## src/rtl/updown_counter_pkg.sv

```systemverilog
// Shared definitions for the parametrised up/down counter: direction
// encoding, boundary-mode enum and the load clamp used by RTL and bench.
package updown_counter_pkg;

    // Direction encoding on the sel input.
    localparam logic DIR_UP   = 1'b1;
    localparam logic DIR_DOWN = 1'b0;

    // Behaviour at the 0 / MAX_VAL boundaries.
    typedef enum logic {
        MODE_WRAP = 1'b0,
        MODE_SAT  = 1'b1
    } mode_e;

    // Limit a parallel-load value to the counter range 0..max.
    function automatic logic [31:0] clamp_load(input logic [31:0] val, input logic [31:0] max);
        return (val > max) ? max : val;
    endfunction

endpackage

```

## src/rtl/updown_counter_param.sv

```systemverilog
// Parametrised up/down counter with wrap or saturate at a configurable
// terminal count, enable, synchronous clear, clamped parallel load, and
// boundary flags (combinational at_max/at_min, registered bnd_evt/ovf_sticky).
//
// Handshake: there is none; every control input is sampled at each rising
// edge and acted on with priority rst > clr > load > en.
module updown_counter_param
    import updown_counter_pkg::*;
#(
    parameter int          WIDTH     = 8,
    parameter logic [31:0] MAX_VAL   = 32'((64'd1 << WIDTH) - 64'd1),
    parameter logic [31:0] RESET_VAL = 32'd0,
    parameter int          SATURATE  = 0
) (
    input  logic             clk,
    input  logic             rst,
    input  logic             en,
    input  logic             sel,
    input  logic             clr,
    input  logic             load,
    input  logic [WIDTH-1:0] load_val,
    output logic [WIDTH-1:0] out,
    output logic             at_max,
    output logic             at_min,
    output logic             bnd_evt,
    output logic             ovf_sticky
);

    localparam logic [WIDTH-1:0] MAX_W   = MAX_VAL[WIDTH-1:0];
    localparam logic [WIDTH-1:0] RESET_W = RESET_VAL[WIDTH-1:0];
    localparam mode_e            BND_MODE = (SATURATE != 0) ? MODE_SAT : MODE_WRAP;

    logic [WIDTH-1:0] cnt_q, cnt_d;
    logic             evt_q, evt_d;
    logic             sticky_q, sticky_d;

    // The clamp works in 32 bits; its result never exceeds MAX_VAL, so the
    // bits above WIDTH are always zero and only the low slice is used.
    logic [31:0] load_clamped;
    logic        unused_load_bits;

    assign load_clamped     = clamp_load(32'(load_val), MAX_VAL);
    assign unused_load_bits = ^load_clamped;

    // Next-state decode: clr > load > en; boundary compares use MAX_VAL.
    always_comb begin
        cnt_d    = cnt_q;
        evt_d    = 1'b0;
        sticky_d = sticky_q;
        if (clr) begin
            cnt_d    = RESET_W;
            sticky_d = 1'b0;
        end else if (load) begin
            cnt_d    = load_clamped[WIDTH-1:0];
            sticky_d = 1'b0;
        end else if (en) begin
            if (sel == DIR_UP) begin
                if (cnt_q == MAX_W) begin
                    evt_d    = 1'b1;
                    sticky_d = 1'b1;
                    cnt_d    = (BND_MODE == MODE_SAT) ? MAX_W : '0;
                end else begin
                    cnt_d = cnt_q + 1'b1;
                end
            end else begin
                if (cnt_q == '0) begin
                    evt_d    = 1'b1;
                    sticky_d = 1'b1;
                    cnt_d    = (BND_MODE == MODE_SAT) ? '0 : MAX_W;
                end else begin
                    cnt_d = cnt_q - 1'b1;
                end
            end
        end
    end

    // State registers with synchronous active-high reset.
    always_ff @(posedge clk) begin
        if (rst) begin
            cnt_q    <= RESET_W;
            evt_q    <= 1'b0;
            sticky_q <= 1'b0;
        end else begin
            cnt_q    <= cnt_d;
            evt_q    <= evt_d;
            sticky_q <= sticky_d;
        end
    end

    assign out        = cnt_q;
    assign at_max     = (cnt_q == MAX_W);
    assign at_min     = (cnt_q == '0);
    assign bnd_evt    = evt_q;
    assign ovf_sticky = sticky_q;

endmodule

```

## config.mk

```make
export PLATFORM = sky130hd
export DESIGN_NAME = updown_counter_param
export DESIGN_NICKNAME = d
export VERILOG_FILES = /design/src/rtl/updown_counter_pkg.sv /design/src/rtl/updown_counter_param.sv
export SDC_FILE = /design/constraint.sdc
export NUM_CORES = 1
export LEC_CHECK = 0
export ABC_AREA = 1
export CORE_MARGIN = 3
export CORE_UTILIZATION = 60
export DETAILED_ROUTE_END_ITERATION = 16
export DONT_BUFFER_PORTS = 1
export PLACE_DENSITY = 0.76
export SLEW_MARGIN = 40
export SYNTH_ARGS = -nofsm -noshare
export SYNTH_HDL_FRONTEND = slang
export SYNTH_SLANG_ARGS = --single-unit
```

## constraint.sdc

```tcl
create_clock -name clk -period 1.86 [get_ports clk]
set_input_delay 0.465 -clock clk [delete_from_list [all_inputs] [get_ports clk]]
set_output_delay 0.465 -clock clk [all_outputs]
set_load 0.005 [all_outputs]
```

==> results.sh <==
export IMPL_outcome="complete, no violations"
export IMPL_nets=168
export IMPL_die_area_sq_um=2000
export IMPL_leakage_nw=0.4404
export IMPL_netlist_cell_type_count=28
export IMPL_required_ns=1.39
export IMPL_min_to="out[0]$_SDFFE_PP0P_"
export IMPL_start_util=0.6664
export IMPL_worstHoldStart="load"
export IMPL_die_h_um=44.72
export IMPL_via_per_inst=5.745
export IMPL_syn_inst=147
export IMPL_synth_fp_nets=164
export IMPL_hold_depth=2
export IMPL_grt_pass1_vias=888
export IMPL_io_buffer_count=0
export IMPL_die_w_um=44.72
export IMPL_clk_latency_ns=0.26
export IMPL_worstSetupStartpoint="out[0]$_SDFFE_PP0P_"
export IMPL_rows=13
export IMPL_overflow=0
export IMPL_ff2ff_path_depth=8
export IMPL_grt_pass1_wl_um=3525
export IMPL_syn_to_final_growth_pct=5.980
export IMPL_dp_hpwl_um=1706
export IMPL_n_antenna_cell=0
export IMPL_worst_path_max_delay_cell="dfxtp_2"
export IMPL_ys_seq_area_frac=0.2225
export IMPL_crit_fanout=5
export IMPL_path_buf_inv=1
export IMPL_fmax_mhz=576.2
export IMPL_synth_area_per_cell_sq_um=6.120
export IMPL_tightest_slew_ns=0.3175
export IMPL_finalPower_mw=0.6030
export IMPL_rr_startpoint="out[0]$_SDFFE_PP0P_"
export IMPL_io_pins=26
export IMPL_setup_viol=0
export IMPL_relSlewSlack=0.7880
export IMPL_setup_tns_ns=0
export IMPL_layout_min_cycle_time_ns=1.736
export IMPL_cts_num_sinks=10
export IMPL_clk_path_buf_depth=2
export IMPL_yosysWarningCount=0
export IMPL_wl_um=2125
export IMPL_cts_root_buffer="clkbuf_4"
export IMPL_crit_type="reg2out"
export IMPL_drt_first_pass_iters=4
export IMPL_worst_hold_path_type="in2reg"
export IMPL_numCtsBuffers=3
export IMPL_worstReg2RegEnd="out[4]$_SDFFE_PP0P_"
export IMPL_p_per_area_nw_per_um2=632.4
export IMPL_layout_drive_gt1_share=0.2000
export IMPL_fin_skew_ns=0.0008869
export IMPL_fillers=125
export IMPL_initialDrtViolationCount=36
export IMPL_post_cts_setup_buffers=0
export IMPL_cp_arrival_ns=1.27
export IMPL_slew_viol_final=0
export IMPL_synthesis_area_sq_um=899.6
export IMPL_place_inst=161
export IMPL_grt_usage=0.2380
export IMPL_wl_per_cell_um=12.88
export IMPL_rsz0062_at_grt="no"
export IMPL_fin_crit_sh=0.9331
export IMPL_cts_tree="done"
export IMPL_route_detailed_drc=0
export IMPL_fin_cells=165
export IMPL_crit_chain="ha_2 -> nand2_4 -> nor2_1 -> nand2_1 -> inv_1"
export IMPL_gp_congestion=0.8552
export IMPL_final_hold_viol_count=0
export IMPL_antenna_found_initial=0
export IMPL_synth_seq_cells=10
export IMPL_clk_pin_slew_worst_paths_ns=0.07
export IMPL_ant_nets=0
export IMPL_maxCapViolCount=0
export IMPL_route_vias_total=948
export IMPL_cp_end_kind="primary output"
export IMPL_slowest_delay_ns=0.39
export IMPL_ir_drop_v=0.0003846
export IMPL_h_tree_depth=1
export IMPL_cpLargestDelayFamily="flip-flops"
export IMPL_start_kind="register"
export IMPL_regToRegSetupSlack_ns=0.41
export IMPL_grt_max_degree=13
export IMPL_design_core_area_sq_um=1350
==> registers in the layout, indices dropped and copies added, names as in the netlist <==
register and cells:
out 8, bnd_evt 1, ovf_sticky 1
==> synthesized netlist by cell type, drive strengths merged <==
master   n  area share
dfxtp   10        0.22
buf      4       0.036
clkinv   1      0.0056
a31oi    3       0.021
nand2   43        0.19
xnor2    1      0.0097
a21oi   10       0.064
nor3b    1       0.014
inv     15       0.063
o221ai   1      0.0097
or2      1      0.0070
nor2    24        0.12
xor2     1      0.0097
nand4    2       0.014
o21ai    7       0.039
a22oi    1      0.0083
ha       3       0.042
nand3   19        0.13
==> logic make-up after synthesis <==
kind of cell,after synthesis,share of synthesized area
flops,10,0.2225
buf+inv,20,0.1043
compound gates,22,0.1419
xor+xnor,2,0.01948
fa+ha+maj,3,0.04173
simple gates,90,0.4701
==> report_power, final <==
part	internal, mW	switching, mW	leakage [nW]	total [mW]
registers	0.224	0.0210	0.0832	0.245
clock network	0.119	0.0774	0.0210	0.196
logic	0.0606	0.101	0.336	0.162
total	0.403	0.200	0.440	0.603
==> worst max path at each step <==
stage	end	slack, ns	depth (start not counted)
after floorplan	at_max	0.36	5
after global placement	at_max	0.27	5
after detailed placement	at_max	0.24	5
after CTS	at_max	0.02	5
after global routing	at_max	0.01	5
final	at_max	0.12	5
==> per-layer routing <==
layer  vias up  track usage  share of wire  routed length (um)
met1       431       0.2910           0.43                 913
li1        483            -              -                   -
met4         0      0.06627              0                   0
met2        34       0.3926           0.49                1035
met3         0      0.08367          0.083                 176
met5         -            0              0                   0
==> stage by stage <==
stage               area [sq um]  setup WS (ns)  hold slack [ns]    util
finish                     953.4         0.1244           0.3477  0.7062
detailed placement         908.4         0.2357           0.4902  0.6728
global placement           908.4         0.2691           0.4860  0.6728
floorplan                  899.6         0.3607           0.4604       -
CTS                        945.9        0.01771           0.3483  0.7006
global route               953.4        0.01197           0.3466  0.7062
==> layout by cell type, fill, tap and decap left out, types with 2 or more instances in the layout <==
| master | instances |
|---|---|
| inv_2 | 5 |
| nor2_2 | 3 |
| a21oi_2 | 2 |
| buf_4 | 3 |
| dfxtp_1 | 7 |
| inv_1 | 10 |
| nor2_1 | 20 |
| a21oi_1 | 8 |
| clkbuf_4 | 3 |
| nand2_2 | 2 |
| a31oi_1 | 3 |
| ha_1 | 2 |
| nand2_1 | 40 |
| dfxtp_2 | 2 |
| o21ai_0 | 6 |
| nand4_1 | 2 |
| nand3_1 | 17 |
==> cell type report <==
type / count / area [sq um] / area share
well taps: 15 / 18.77 / 0.01969
flip-flops and latches: 10 / 206.4 / 0.2165
repair buffers: 3 / 22.52 / 0.02362
multi-input cells: 117 / 608.1 / 0.6378
inverters: 16 / 61.31 / 0.06430
clock buffers: 4 / 36.28 / 0.03806
==> repair_timing <==
action / CTS / global route
pin swaps: 0 / 0
setup endpoints to repair: 1 / 1
hold buffers: 0 / 0
resized for setup: 1 / 4
gates cloned: 0 / 0
No activity file was read; power rests on OpenSTA's default activity.
